### config.mk
export PLATFORM = sky130hd
export DESIGN_NAME = demux_stream_ctrl
export DESIGN_NICKNAME = d
export VERILOG_FILES = /design/src/rtl/demux_pkg.sv /design/src/rtl/demux_sat_counter.sv /design/src/rtl/demux_stream_ctrl.sv
export SDC_FILE = /design/constraint.sdc
export NUM_CORES = 1
export LEC_CHECK = 0
export ABC_AREA = 1
export CAP_MARGIN = 20
export CORE_UTILIZATION = 30
export DETAILED_ROUTE_END_ITERATION = 7
export PLACE_DENSITY = 0.72
export REMOVE_ABC_BUFFERS = 1
export SYNTH_ARGS = -nofsm -noshare
export SYNTH_HDL_FRONTEND = slang
export SYNTH_SLANG_ARGS = --single-unit
### constraint.sdc
create_clock -name clk -period 1.6 [get_ports clk]
set_clock_uncertainty 0.2 [all_clocks]
set_input_delay 0.4 -clock clk [delete_from_list [all_inputs] [get_ports clk]]
set_output_delay 0.4 -clock clk [all_outputs]
set_load 0.05 [all_outputs]
### src/rtl/demux_pkg.sv
// demux_pkg: shared state encoding, sizes and one-hot helper for the stream demux
package demux_pkg;
    typedef enum logic {IDLE, HOLD} state_t;
    localparam int N_OUT = 4;
    localparam int SEL_W = 2;
    localparam int CNT_W = 8;

    function automatic logic [N_OUT-1:0] onehot(input logic [SEL_W-1:0] s);
        return {{(N_OUT-1){1'b0}}, 1'b1} << s;
    endfunction
endpackage

### src/rtl/demux_sat_counter.sv
// demux_sat_counter: W-bit up counter that sticks at all-ones, cleared only by rst
module demux_sat_counter
    import demux_pkg::*;
#(
    parameter int W = CNT_W
) (
    input  logic         clk,
    input  logic         rst,
    input  logic         inc,
    output logic [W-1:0] cnt
);
    always_ff @(posedge clk or posedge rst) begin
        if (rst) cnt <= '0;
        else if (inc && !(&cnt)) cnt <= cnt + 1'b1;
    end
endmodule

### src/rtl/demux_stream_ctrl.sv
// demux_stream_ctrl: one-beat 1-to-4 stream demux with drop on disabled output; DEMUX_CNT_EN adds xfer_cnt
module demux_stream_ctrl
    import demux_pkg::*;
#(
    parameter int DATA_W = 8
) (
    input  logic              clk,
    input  logic              rst,
    input  logic              in_valid,
    output logic              in_ready,
    input  logic [DATA_W-1:0] in_data,
    input  logic [SEL_W-1:0]  in_sel,
    input  logic [N_OUT-1:0]  en_mask,
    output logic [N_OUT-1:0]  out_valid,
    input  logic [N_OUT-1:0]  out_ready,
    output logic [DATA_W-1:0] out_data,
    output logic              drop_pulse,
    output logic              busy
`ifdef DEMUX_CNT_EN
    ,
    output logic [N_OUT*CNT_W-1:0] xfer_cnt
`endif
);
    state_t             state_q;
    logic [DATA_W-1:0]  data_q;
    logic [SEL_W-1:0]   sel_q;
    logic               drop_q;
    logic               accept;
    logic               en_hit;
    logic               done;

    assign done     = (state_q == HOLD) && out_ready[sel_q];
    assign in_ready = (state_q == IDLE) || out_ready[sel_q];
    assign accept   = in_valid && in_ready;
    assign en_hit   = en_mask[in_sel];

    // accepting while holding implies the held beat completes this same edge
    always_ff @(posedge clk or posedge rst) begin
        if (rst) begin
            state_q <= IDLE;
            data_q  <= '0;
            sel_q   <= '0;
            drop_q  <= 1'b0;
        end else begin
            drop_q <= accept && !en_hit;
            if (accept && en_hit) begin
                state_q <= HOLD;
                data_q  <= in_data;
                sel_q   <= in_sel;
            end else if (accept || done) begin
                state_q <= IDLE;
            end
        end
    end

    assign out_valid  = (state_q == HOLD) ? onehot(sel_q) : '0;
    assign out_data   = data_q;
    assign drop_pulse = drop_q;
    assign busy       = (state_q == HOLD);

`ifdef DEMUX_CNT_EN
    for (genvar i = 0; i < N_OUT; i++) begin : g_cnt
        demux_sat_counter #(.W(CNT_W)) u_cnt (
            .clk (clk),
            .rst (rst),
            .inc (done && (sel_q == SEL_W'(i))),
            .cnt (xfer_cnt[CNT_W*i +: CNT_W])
        );
    end
`endif
endmodule

==> results.ini <==
[pwr]
p_leak_nw=0.652
powerDensity_nw_per_um2=2050
irDropWorstVdd_uv=1080

[final_layout]
area_delta_synth_final_pct=112
layout_common_cells=nand2_1, clkdlybuf4s50_1, buf_12, dfrtp_1
final_common_cell=nand2_1
diodes=0
drive_above_1_share_pct=33.1
layout.nets=150
fin_util_pct=67.2

[routing]
ant_nets=0
drc=0
via_per_inst=4.86
vias=749
post_drt_wl_per_cell_um=14.3
drt_first_pass_iters=4
drt_iter0_drc=25
routed_wl_um=2200

[clock_network]
cts.clk_slew.worst_paths_ps=70
clockBufferDepth=2
h-tree-depth=1
numClockSinks=12
tritoncts=done
root_buffer=clkbuf_4
cts_hold_buf=0
numCtsBuffers=3
clkLatencyLatePin_ps=260

[sta]
fin_crit_sh_pct=116
fmax_mhz=538
period_minus_slack_ps=1860
max_slew_margin_pct=69.5
tightest_slew_ps=457
rsz0062_at_grt=true
finalMaxSlewViolations=0
finalSetupViolCount=13
fin_ws_ps=-260
report.final.hold_viol_count=0
hold_ws_ps=234

[critical_path]
reg2reg_from=sel_q[0]
crit_type=register to primary output
crit_slowest_cell=dfrtp_1
slowest_delay_ps=420
critPathMaxFanout=4
cp-start-kind=register
crit_start=sel_q[1]
path_cells=buf_4 -> nor3_2 -> buf_12
required_ps=1000
cp.arrival_ps=1260
endpoint_kind=primary output

[floorplanning]
placeableCoreArea_um2=1960
rows=16
start_util_pct=31.7
die-area_um2=2260
die_h_um=47.5
dieWidth_um=47.5
ios=36

[logic_synthesis]
synthCells=79
synthesis.area_um2=622
avgSynthCellArea_um2=7.87
yosysWarnings=0
ys_types=16
seq_area_frac_synth_pct=48.3
ys_seq_elements=12

[place]
dp_hpwl_um=1390
gp_congestion=0.787
io_buffer_count=35

[job]
max_cap_violations=0

[global_routing]
grt_overflow_total=0
grt_pass1_wl_um=2960
use_met1_pct=20.2
grtUsageMet3_pct=6.04
grt.busiest_layer=met2
antenna_found_initial=0
grt_max_degree=13
grt_pass1_vias=689
met2_usage_pct=35.3
track_usage_pct=19.1

[worst_hold_path]
min_path_type=primary input to async pin

[status]
outcome=complete, but fails checks
violations=setup timing

state kept, by name, summed over array words and instances, names as in the netlist:
register	cells
busy	1
drop_pulse	1
out_data	8
sel_q	2
final timing paths:
check | to | slack (ps) | cells after the start
max | out_valid[1] | -260 | 3
min reg2reg | out_data[0] | 340 | 2
max in group asynchronous | sel_q[0] | 620 | 2
min | out_data[7] | 230 | 2
max reg2reg | out_data[5] | -30 | 9
min in group clk | out_data[0] | 340 | 2
report_power, final:
part | leakage, nW | total (mW) | switching, mW | internal (mW)
registers | 0.148 | 0.600 | 0.159 | 0.441
logic | 0.490 | 1.92 | 1.00 | 0.921
clock network | 0.0138 | 0.179 | 0.0918 | 0.0868
total | 0.652 | 2.70 | 1.25 | 1.45
through the flow:
stage	power, mW	setup TNS (ps)	cell area, µm²	instances	setup slack [ps]
floorplan	1.36	-3850	594	75	-945
global placement	2.26	-3890	1190	145	-326
detailed placement	2.29	-4210	1190	145	-358
CTS	2.55	-1020	1250	151	-230
global route	2.84	-2160	1320	154	-309
finish	2.70	-1310	1320	154	-260
logic make-up after synthesis:
kind of cell  count (synthesis)  share of synthesized area [%]
flops                        12                           48.3
buf+inv                      13                           9.86
simple gates                 54                           41.9
critical path, delay by kind of cell (launching register included):
family                 cells  cell delay, ps
DFF                        1             420
and+or+nand+nor            1             250
buffers and inverters      2             320
Yosys cell counts:
cell / n / area (µm²)
nand3_4: 1 / 17.5
inv_1: 8 / 30.0
buf_4: 1 / 7.51
nand3_1: 1 / 5.00
buf_2: 1 / 5.00
buf_1: 1 / 3.75
inv_2: 1 / 3.75
nand2_1: 34 / 128
dfrtp_1: 12 / 300
nand2_2: 1 / 6.26
nor2_1: 1 / 3.75
nand3b_1: 1 / 7.51
buf_6: 1 / 11.3
nand4_1: 10 / 62.6
nand3_2: 1 / 10.0
nor3_1: 4 / 20.0
area by class of cell:
| class | instances | area, µm² |
|---|---|---|
| flip-flops and latches | 12 | 302 |
| clock buffers | 3 | 22.5 |
| repair buffers | 48 | 621 |
| well taps | 27 | 33.8 |
| fillers | 157 | 644 |
| inverters | 9 | 33.8 |
| multi-input cells | 55 | 305 |
timing repair:
item                                    CTS  global route
resized for setup                        12             4
hold endpoints to repair                  0             0
gates cloned                              0             2
pin swaps                                 5             2
setup buffers                             3             1
endpoints found under the setup margin   15            17
layer usage:
| layer | vias to the layer above | routed length [µm] | share of wire, % |
|---|---|---|---|
| met5 | - | 0 | 0 |
| met4 | 0 | 48 | 2.2 |
| met3 | 6 | 135 | 6.1 |
| met2 | 35 | 1160 | 53 |
| met1 | 352 | 849 | 39 |
| li1 | 356 | - | - |
No activity file was read; power rests on OpenSTA's default activity.
